===== src/rtl/regfile_writeback_if.sv =====
// Write-back bundle between execute/memory, decode and the register file.
// Carries the issue/scoreboard query lines, the ALU result, the long-latency
// valid/ready result channel and the register-file write port.
interface regfile_writeback_if #(
  parameter int DATA_W   = 32,
  parameter int ADDR_W   = 5,
  parameter int LQ_DEPTH = 4
);
  localparam int CNT_W = $clog2(LQ_DEPTH) + 1;

  logic              iss_valid;
  logic              iss_long;
  logic [ADDR_W-1:0] iss_rd;
  logic              alu_valid;
  logic [ADDR_W-1:0] alu_rd;
  logic [DATA_W-1:0] alu_data;
  logic              ld_valid;
  logic              ld_ready;
  logic [ADDR_W-1:0] ld_rd;
  logic [DATA_W-1:0] ld_data;
  logic [ADDR_W-1:0] q_rs1;
  logic [ADDR_W-1:0] q_rs2;
  logic              rs1_busy;
  logic              rs2_busy;
  logic [ADDR_W-1:0] wb_rd;
  logic              wb_regwrite;
  logic [DATA_W-1:0] wb_data;
  logic [CNT_W-1:0]  lq_count;

  // Write-back controller side
  modport slave (
    input  iss_valid, iss_long, iss_rd,
    input  alu_valid, alu_rd, alu_data,
    input  ld_valid, ld_rd, ld_data,
    input  q_rs1, q_rs2,
    output ld_ready, rs1_busy, rs2_busy,
    output wb_rd, wb_regwrite, wb_data, lq_count
  );

  // Pipeline / decode / register-file side
  modport master (
    output iss_valid, iss_long, iss_rd,
    output alu_valid, alu_rd, alu_data,
    output ld_valid, ld_rd, ld_data,
    output q_rs1, q_rs2,
    input  ld_ready, rs1_busy, rs2_busy,
    input  wb_rd, wb_regwrite, wb_data, lq_count
  );
endinterface


===== src/rtl/regfile_writeback.sv =====
// Register-file write-side controller. Merges the unstallable ALU result
// with long-latency results buffered in a small FIFO, drives a registered
// rd/regwrite/datain write port, and tracks per-register busy bits for
// in-flight long-latency ops so decode can stall on RAW hazards.
module regfile_writeback #(
  parameter int DATA_W   = 32,
  parameter int ADDR_W   = 5,
  parameter int LQ_DEPTH = 4
) (
  input  logic                 clk,
  input  logic                 reset,
  regfile_writeback_if.slave   bus
);
  localparam int PTR_W = $clog2(LQ_DEPTH);
  localparam int CNT_W = PTR_W + 1;
  localparam int NREG  = 1 << ADDR_W;
  localparam logic [CNT_W-1:0] FULL = CNT_W'(LQ_DEPTH);

  // FIFO storage (data only, never reset) and control
  logic [ADDR_W-1:0] lq_rd_q   [LQ_DEPTH];
  logic [ADDR_W-1:0] lq_rd_d   [LQ_DEPTH];
  logic [DATA_W-1:0] lq_data_q [LQ_DEPTH];
  logic [DATA_W-1:0] lq_data_d [LQ_DEPTH];
  logic [PTR_W-1:0]  wr_ptr_q, wr_ptr_d;
  logic [PTR_W-1:0]  rd_ptr_q, rd_ptr_d;
  logic [CNT_W-1:0]  count_q, count_d;

  // Write-back output stage
  logic [ADDR_W-1:0] wb_rd_q, wb_rd_d;
  logic [DATA_W-1:0] wb_data_q, wb_data_d;
  logic              wb_regwrite_q, wb_regwrite_d;
  logic              wb_long_q, wb_long_d;

  // Busy scoreboard, bit 0 kept at zero
  logic [NREG-1:0]   busy_q, busy_d;

  logic ld_ready;
  logic push;
  logic pop;

  // Ready depends on registered occupancy only, so the drain never reaches it
  assign ld_ready = (count_q != FULL);
  assign push     = bus.ld_valid && ld_ready;
  // ALU has strict priority; an entry pushed this cycle is not yet counted
  assign pop      = !bus.alu_valid && (count_q != '0);

  // FIFO next-state: write at tail, advance head on pop, track occupancy
  always_comb begin
    lq_rd_d   = lq_rd_q;
    lq_data_d = lq_data_q;
    wr_ptr_d  = wr_ptr_q;
    rd_ptr_d  = rd_ptr_q;
    count_d   = count_q;
    if (push) begin
      lq_rd_d[wr_ptr_q]   = bus.ld_rd;
      lq_data_d[wr_ptr_q] = bus.ld_data;
      wr_ptr_d            = wr_ptr_q + 1'b1;
    end
    if (pop) begin
      rd_ptr_d = rd_ptr_q + 1'b1;
    end
    case ({push, pop})
      2'b10:   count_d = count_q + 1'b1;
      2'b01:   count_d = count_q - 1'b1;
      default: count_d = count_q;
    endcase
  end

  // Output stage select: ALU first, else FIFO head, else hold rd/data
  always_comb begin
    wb_rd_d       = wb_rd_q;
    wb_data_d     = wb_data_q;
    wb_regwrite_d = 1'b0;
    wb_long_d     = 1'b0;
    if (bus.alu_valid) begin
      wb_rd_d       = bus.alu_rd;
      wb_data_d     = bus.alu_data;
      wb_regwrite_d = (bus.alu_rd != '0);
    end else if (pop) begin
      wb_rd_d       = lq_rd_q[rd_ptr_q];
      wb_data_d     = lq_data_q[rd_ptr_q];
      wb_regwrite_d = (lq_rd_q[rd_ptr_q] != '0);
      wb_long_d     = 1'b1;
    end
  end

  // Scoreboard: clear on committed long write, then set on issue so set wins
  always_comb begin
    busy_d = busy_q;
    if (wb_regwrite_q && wb_long_q) begin
      busy_d[wb_rd_q] = 1'b0;
    end
    if (bus.iss_valid && bus.iss_long && (bus.iss_rd != '0)) begin
      busy_d[bus.iss_rd] = 1'b1;
    end
    busy_d[0] = 1'b0;
  end

  // FIFO storage capture
  always_ff @(posedge clk) begin
    lq_rd_q   <= lq_rd_d;
    lq_data_q <= lq_data_d;
  end

  // Control and output registers, cleared by the asynchronous reset
  always_ff @(posedge clk or negedge reset) begin
    if (!reset) begin
      wr_ptr_q      <= '0;
      rd_ptr_q      <= '0;
      count_q       <= '0;
      wb_rd_q       <= '0;
      wb_data_q     <= '0;
      wb_regwrite_q <= 1'b0;
      wb_long_q     <= 1'b0;
      busy_q        <= '0;
    end else begin
      wr_ptr_q      <= wr_ptr_d;
      rd_ptr_q      <= rd_ptr_d;
      count_q       <= count_d;
      wb_rd_q       <= wb_rd_d;
      wb_data_q     <= wb_data_d;
      wb_regwrite_q <= wb_regwrite_d;
      wb_long_q     <= wb_long_d;
      busy_q        <= busy_d;
    end
  end

  assign bus.ld_ready    = ld_ready;
  assign bus.lq_count    = count_q;
  assign bus.wb_rd       = wb_rd_q;
  assign bus.wb_data     = wb_data_q;
  assign bus.wb_regwrite = wb_regwrite_q;
  assign bus.rs1_busy    = busy_q[bus.q_rs1];
  assign bus.rs2_busy    = busy_q[bus.q_rs2];

endmodule


===== src/flat_wrapper.sv =====
// flat-port wrapper written by rule: the top's interface ports become plain ports
module regfile_writeback_flat 
#(
  parameter int DATA_W   = 32,
  parameter int ADDR_W   = 5,
  parameter int LQ_DEPTH = 4
)
  (clk, reset, bus_iss_valid, bus_iss_long, bus_iss_rd, bus_alu_valid, bus_alu_rd, bus_alu_data, bus_ld_valid, bus_ld_rd, bus_ld_data, bus_q_rs1, bus_q_rs2, bus_ld_ready, bus_rs1_busy, bus_rs2_busy, bus_wb_rd, bus_wb_regwrite, bus_wb_data, bus_lq_count);
  regfile_writeback_if #(.DATA_W(DATA_W), .ADDR_W(ADDR_W), .LQ_DEPTH(LQ_DEPTH)) bus_i ();
  input  logic clk;
  input  logic reset;
  input wire logic [$bits(bus_i.iss_valid)-1:0] bus_iss_valid;
  input wire logic [$bits(bus_i.iss_long)-1:0] bus_iss_long;
  input wire logic [$bits(bus_i.iss_rd)-1:0] bus_iss_rd;
  input wire logic [$bits(bus_i.alu_valid)-1:0] bus_alu_valid;
  input wire logic [$bits(bus_i.alu_rd)-1:0] bus_alu_rd;
  input wire logic [$bits(bus_i.alu_data)-1:0] bus_alu_data;
  input wire logic [$bits(bus_i.ld_valid)-1:0] bus_ld_valid;
  input wire logic [$bits(bus_i.ld_rd)-1:0] bus_ld_rd;
  input wire logic [$bits(bus_i.ld_data)-1:0] bus_ld_data;
  input wire logic [$bits(bus_i.q_rs1)-1:0] bus_q_rs1;
  input wire logic [$bits(bus_i.q_rs2)-1:0] bus_q_rs2;
  output wire logic [$bits(bus_i.ld_ready)-1:0] bus_ld_ready;
  output wire logic [$bits(bus_i.rs1_busy)-1:0] bus_rs1_busy;
  output wire logic [$bits(bus_i.rs2_busy)-1:0] bus_rs2_busy;
  output wire logic [$bits(bus_i.wb_rd)-1:0] bus_wb_rd;
  output wire logic [$bits(bus_i.wb_regwrite)-1:0] bus_wb_regwrite;
  output wire logic [$bits(bus_i.wb_data)-1:0] bus_wb_data;
  output wire logic [$bits(bus_i.lq_count)-1:0] bus_lq_count;
  assign bus_i.iss_valid = bus_iss_valid;
  assign bus_i.iss_long = bus_iss_long;
  assign bus_i.iss_rd = bus_iss_rd;
  assign bus_i.alu_valid = bus_alu_valid;
  assign bus_i.alu_rd = bus_alu_rd;
  assign bus_i.alu_data = bus_alu_data;
  assign bus_i.ld_valid = bus_ld_valid;
  assign bus_i.ld_rd = bus_ld_rd;
  assign bus_i.ld_data = bus_ld_data;
  assign bus_i.q_rs1 = bus_q_rs1;
  assign bus_i.q_rs2 = bus_q_rs2;
  assign bus_ld_ready = bus_i.ld_ready;
  assign bus_rs1_busy = bus_i.rs1_busy;
  assign bus_rs2_busy = bus_i.rs2_busy;
  assign bus_wb_rd = bus_i.wb_rd;
  assign bus_wb_regwrite = bus_i.wb_regwrite;
  assign bus_wb_data = bus_i.wb_data;
  assign bus_lq_count = bus_i.lq_count;
  regfile_writeback #(.DATA_W(DATA_W), .ADDR_W(ADDR_W), .LQ_DEPTH(LQ_DEPTH)) u_core (.clk(clk), .reset(reset), .bus(bus_i));
endmodule

===== config.mk =====
export PLATFORM = sky130hd
export DESIGN_NAME = regfile_writeback_flat
export DESIGN_NICKNAME = d
export VERILOG_FILES = /design/src/rtl/regfile_writeback_if.sv /design/src/rtl/regfile_writeback.sv /design/src/flat_wrapper.sv
export SDC_FILE = /design/constraint.sdc
export NUM_CORES = 1
export LEC_CHECK = 0
export CORE_MARGIN = 2
export CORE_UTILIZATION = 54
export DETAILED_ROUTE_END_ITERATION = 8
export PLACE_DENSITY = 0.82
export SYNTH_ARGS = -nofsm -noshare
export SYNTH_HDL_FRONTEND = slang
export SYNTH_SLANG_ARGS = --single-unit

===== constraint.sdc =====
create_clock -name clk -period 2.1 [get_ports clk]
set_input_delay 0.21 -clock clk [delete_from_list [all_inputs] [get_ports clk]]
set_output_delay 0.21 -clock clk [all_outputs]
set_load 0.02 [all_outputs]

# After elaboration in Yosys (flattened, before gate mapping)
# Cells that the tools add are included.
word_totals:
  regBits: 225
  output_inout_bits: 44
  elab_cells: 83
op_classes:
  n_addsub: 4
  magnitude_cmp: 9
  eq_ne: 3
  muxes: 31
  bitwise_logic: 5
  reduce_logical: 15
op_table:
  columns: ["operator", "n"]
  rows:
  - ["two-way mux 32 bit", 7]
  - ["bitwise mux 128 bit", 1]
  - ["binary-select mux 32 bit (select 2 bit)", 1]
  - ["demux 32 bit (select 2 bit)", 1]
  - ["bitwise AND 32 bit", 1]
  - ["inverter 32 bit", 1]
  - ["OR 32 bit", 1]
  - ["two-way mux 5 bit", 5]
  - ["less-than comparator 5 x 6 -> 1 bit, second input constant", 4]
  - ["bitwise mux 20 bit", 1]
  - ["nonzero test 5 bit", 3]
  - ["binary-select mux 1 bit (select 5 bit)", 2]
  - ["binary-select mux 5 bit (select 2 bit)", 1]
  - ["demux 1 bit (select 5 bit)", 2]
  - ["demux 5 bit (select 2 bit)", 1]
  - [">= comparator 5 x 1 -> 1 bit, second input constant", 2]
  - ["logical AND 1 bit", 8]
  - ["two-way mux 1 bit", 8]
  - [">= comparator 3 bit, second input constant", 2]
  - ["inverter 2 -> 3 bit", 2]
  - ["one-hot mux 3 bit (2 select lines)", 1]
  - ["adder 2 x 1 -> 2 bit, second input constant", 2]
  - ["nonzero test 2 bit", 2]
  - ["adder 3 x 1 -> 3 bit, second input constant", 1]
  - ["7 further kinds", 7]

# Longest topological paths before layout
logic_depth:
  word_depth: 9
  mapped_depth: 10
  depth_no_buf: 10

# Worst setup path before layout
# Ideal clock, no wire load.
synth_timing:
  kind: "register to register"
  start: "register u_core.count_q[0], in the netlist u_core.bus.lq_count[0]"
  end: "register u_core.lq_data_q[0] (netlist name), enable pin"
  setup_ns: 0.398
  arrival_time_ns: 1.924
  t_required_ns: 1.702
  setup_slack_ns: -0.222
  path_stages_with_launch: 4
  period_less_slack_ns: 2.322
  cell_sequence: "dfrtp_1 -> inv_1 -> nand3_1 -> and3_1"
synth_via:
  elab_chain_cells: 2
synth_lines:
  columns: ["item", "line_no", "rtl"]
  rows:
  - ["start, declared", "regfile_writeback.sv:26", "logic [CNT_W-1:0] count_q, count_d;"]
  - ["start signal, assigned", "regfile_writeback.sv:119", "count_q <= count_d;"]
  - ["inequality test 3 bit", "regfile_writeback.sv:42", "assign ld_ready = (count_q != FULL);"]
  - ["via bus_ld_ready", "flat_wrapper.sv:23", "output wire logic [$bits(bus_i.ld_ready)-1:0] bus_ld_ready;"]
  - ["logical AND 1 bit", "regfile_writeback.sv:43", "assign push = bus.ld_valid && ld_ready;"]
  - ["end signal, assigned", "regfile_writeback.sv:102", "lq_data_q <= lq_data_d;"]
  - ["end, declared", "regfile_writeback.sv:22", "logic [DATA_W-1:0] lq_data_q [LQ_DEPTH];"]
# The timed path passes the listed nets, and every way through them passes these cells.
# A chain may end at the register's enable or synchronous reset.

# Worst setup path after layout
layout_timing:
  start: "register u_core.busy_q[4]"
  end: "output port bus_rs1_busy"
layout_via:
  elab_chain_cells: 2
layout_lines:
  columns: ["item", "line_no", "rtl"]
  rows:
  - ["start, declared", "regfile_writeback.sv:35", "logic [NREG-1:0] busy_q, busy_d;"]
  - ["start signal, assigned", "regfile_writeback.sv:124", "busy_q <= busy_d;"]
  - ["binary-select mux 1 bit (select 5 bit)", "regfile_writeback.sv:133", "assign bus.rs1_busy = busy_q[bus.q_rs1];"]
  - ["two-way mux 1 bit (not written as such)", "regfile_writeback.sv:133", null]
  - ["end, declared", "flat_wrapper.sv:24", "output wire logic [$bits(bus_i.rs1_busy)-1:0] bus_rs1_busy;"]
# Every way passes these cells. The select of a mux whose other input is x is not followed.

==> flow_summary.json <==
{
  "drc": 0,
  "htreeDepth": 1,
  "worst_slew_pin_slew_ns": 0.466,
  "dpl_cell_area_um2": 11200,
  "synth_cells": 596,
  "cts_made_buffers": 21,
  "worst_r2r_path_depth": 10,
  "highest_layer": "met4",
  "grt_pass1_wl_um": 33800,
  "cp.required_ns": 1.89,
  "netlist_area_um2": 9350,
  "violations": "negative setup slack",
  "power_density_nw_per_um2": 1340,
  "synth_area_leaders": "edfxtp_1 48%, dfrtp_1 21%, mux4_2 10%, mux2i_1 5.4%, o21ai_0 5.1%",
  "grt_max_degree": 70,
  "power_frac_clock_pct": 23.8,
  "combinationalPowerShare_pct": 33.1,
  "dp_hpwl_um": 15100,
  "critPathCaptureType": "output pin",
  "grt_pass1_vias": 6196,
  "cts-root-buf": "clkbuf_16",
  "wire_per_inst_um": 21.8,
  "setup_tns_ns": -0.0331,
  "synth_top_cell_area_share_pct": 47.5,
  "p_int_w": 0.0110,
  "cap_violations": 0,
  "grt_remaining_overflow": 0,
  "grt.total_usage_pct": 24.2,
  "synth_cell_types": 40,
  "yosys-top-cells-count": "148 x edfxtp_1, 95 x o21ai_0, 77 x dfrtp_1, 51 x nand2_1, 50 x mux2i_1",
  "finalClockSkew_ns": 0.00506,
  "die_y_um": 136,
  "r2r_slack_ns": 0.11,
  "via_per_inst": 5.88,
  "synth-seq-cells": 225,
  "synth-edff-count": 148,
  "total_power_w": 0.0160,
  "tritoncts": "built",
  "p_leak_nw": 4.31,
  "max-slew-margin-rel_pct": 68.8,
  "clockBufferDepth": 3,
  "final_hold_viol_count": 0,
  "reg2reg_to": "u_core.bus.lq_count[2]",
  "fmax_ghz": 0.469,
  "p_sw_share_pct": 31.6,
  "num_rows": 48,
  "drive_above_1_share_pct": 16.3,
  "dieArea_um2": 18400,
  "antenna_found_initial": 1,
  "ant_nets": 0,
  "vias": 5847,
  "hp-start": "bus_alu_valid",
  "crit_start": "u_core.busy_q[4]",
  "seq_area_frac_synth_pct": 68.1,
  "p_seq_share_pct": 43.1,
  "nFillCells": 1090,
  "dr.pass1.iters": 5,
  "finalNetCount": 854,
  "wl_met1_um": 8520,
  "crit_chain": "mux4_2 > nand2b_4 > o211ai_1 > nand4_1 > buf_6",
  "synth_nets": 697,
  "fin_ws_ns": -0.0331,
  "rsz0062_at_grt": "yes",
  "hold_class": "input port to flop",
  "arrival_ns": 1.92,
  "slowest_stage": "mux4_2",
  "synth_ff_type": "edfxtp_1",
  "initial_core_util_pct": 54.6,
  "crit_path_end": "bus_rs1_busy",
  "p_sw_w": 0.00507,
  "timing.hold.ws_ns": 0.0283,
  "yosysWarnings": 0,
  "drt_iter0_drc": 460,
  "period_share_pct": 102,
  "syn_area_per_cell_um2": 15.7,
  "path_max_fanout": 3,
  "seqCellArea_um2": 6380,
  "r2r_start": "u_core.bus.lq_count[1]",
  "numClockSinks": 225,
  "wl_met3_um": 1570,
  "path_clk_slew_ns": 0.06,
  "numPortBuffers": 138,
  "clock_latency_ns": 0.49,
  "start_kind": "flop",
  "postRouteWirelength_um": 21700,
  "fin_util_pct": 69.8,
  "dr_wl_met2_um": 11000,
  "gp_congestion": 0.884,
  "design_area_um2": 11900,
  "ios": 139,
  "die_w_um": 136,
  "crit_type": "flop to output pin",
  "yosysTopAreaCell": "edfxtp_1",
  "setup_viol": 1,
  "vdd_ir_drop_max_mv": 0.925,
  "final.min_clock_period_ns": 2.13,
  "yosysMostFrequentCell": "edfxtp_1",
  "slew_viol_final": 0,
  "synthArstFlopShare_pct": 34.2,
  "critPathMaxStageDelay_ns": 0.47,
  "area_growth_pct": 27.7,
  "multi_input_area_um2": 2840,
  "core-area_um2": 17100,
  "status": "finished with violations"
}
-- kinds of logic after synthesis --
family	share of synthesized area, %
AO/OA/AOI/OAI	6.85
XOR/XNOR	0.562
adder cells (fa/ha/maj)	0.883
buffers and inverters	2.07
flip-flops	68.1
multiplexers	15.8
AND/OR/NAND/NOR	5.67
-- registers in the layout, indices dropped and copies added, names as in the netlist --
| signal | count |
|---|---|
| u_core.wr_ptr_q | 2 |
| u_core.busy_q | 31 |
| u_core.lq_data_q | 128 |
| u_core.rd_ptr_q | 2 |
| u_core.lq_rd_q | 20 |
| u_core.wb_long_q | 1 |
| u_core.bus.wb_regwrite | 1 |
| u_core.bus.wb_data | 32 |
| u_core.bus.wb_rd | 5 |
| u_core.bus.lq_count | 3 |
-- metrics by stage --
stage / std cells / worst slack [ns]
floorplan: 596 / 0.000524
CTS: 993 / -0.0433
detailed placement: 953 / -0.430
global route: 993 / -0.0949
global placement: 953 / -0.398
finish: 994 / -0.0331
-- worst min path at each step --
stage	to	slack (ns)	depth (start not counted)
after floorplan	u_core.bus.lq_count[0]	-0.09	0
after global placement	u_core.bus.wb_data[7]	0.16	1
after detailed placement	u_core.bus.wb_data[8]	0.16	1
after CTS	u_core.wb_long_q	0.02	2
after global routing	u_core.wb_long_q	0.01	2
final	u_core.wb_long_q	0.03	2
-- metal layers --
layer  vias to the layer above  track usage, %
met1                      2951            32.7
met5                         -               0
li1                       2613               -
met3                        39            4.30
met4                         0            7.00
met2                       244            40.9
-- cells in the final DEF (no fill, tap or decap), types with 10 or more instances in the layout --
cell type,n
buf_12,11
buf_4,14
clkbuf_16,21
clkdlybuf4s50_1,133
dfrtp_1,72
edfxtp_1,148
inv_1,10
mux2i_1,50
mux4_2,43
nand2_1,51
nand3_1,11
o21ai_0,95
-- cell type report --
class | count | share of cell area [%]
Antenna cell | 1 | 0.0209
Clock buffer | 26 | 4.64
Clock inverter | 12 | 1.19
Inverter | 11 | 0.346
Multi-Input combinational cell | 331 | 23.8
Sequential cell | 225 | 53.4
Tap cell | 225 | 2.36
Timing Repair Buffer | 163 | 14.3
-- worst max-delay path: cells and delay by family, from the launching register on --
family,cells,cell delay (ns)
muxes,1,0.47
DFF,1,0.42
and+or+nand+nor,2,0.29
buffers and inverters,1,0.16
AOI/OAI and AO/OA,1,0.09
-- what timing repair did --
item | CTS | global route
hold buffers | 1 | 0
pin swaps | 2 | 3
setup buffers | 1 | 0
endpoints found under the hold margin | 27 | 0
endpoints found under the setup margin | 2 | 3
gates resized for setup | 15 | 6
-- power by group through the flow --
stage | Sequential, W | Clock [W] | Combinational, W
after global placement | 0.00687 | 0 | 0.00510
final | 0.00691 | 0.00381 | 0.00531
after detailed placement | 0.00698 | 0 | 0.00524
after floorplan | 0.00715 | 0 | 0.00273
after CTS | 0.00691 | 0.00387 | 0.00535
after global routing | 0.00704 | 0.00402 | 0.00572
(Power assumes the default switching activity.)
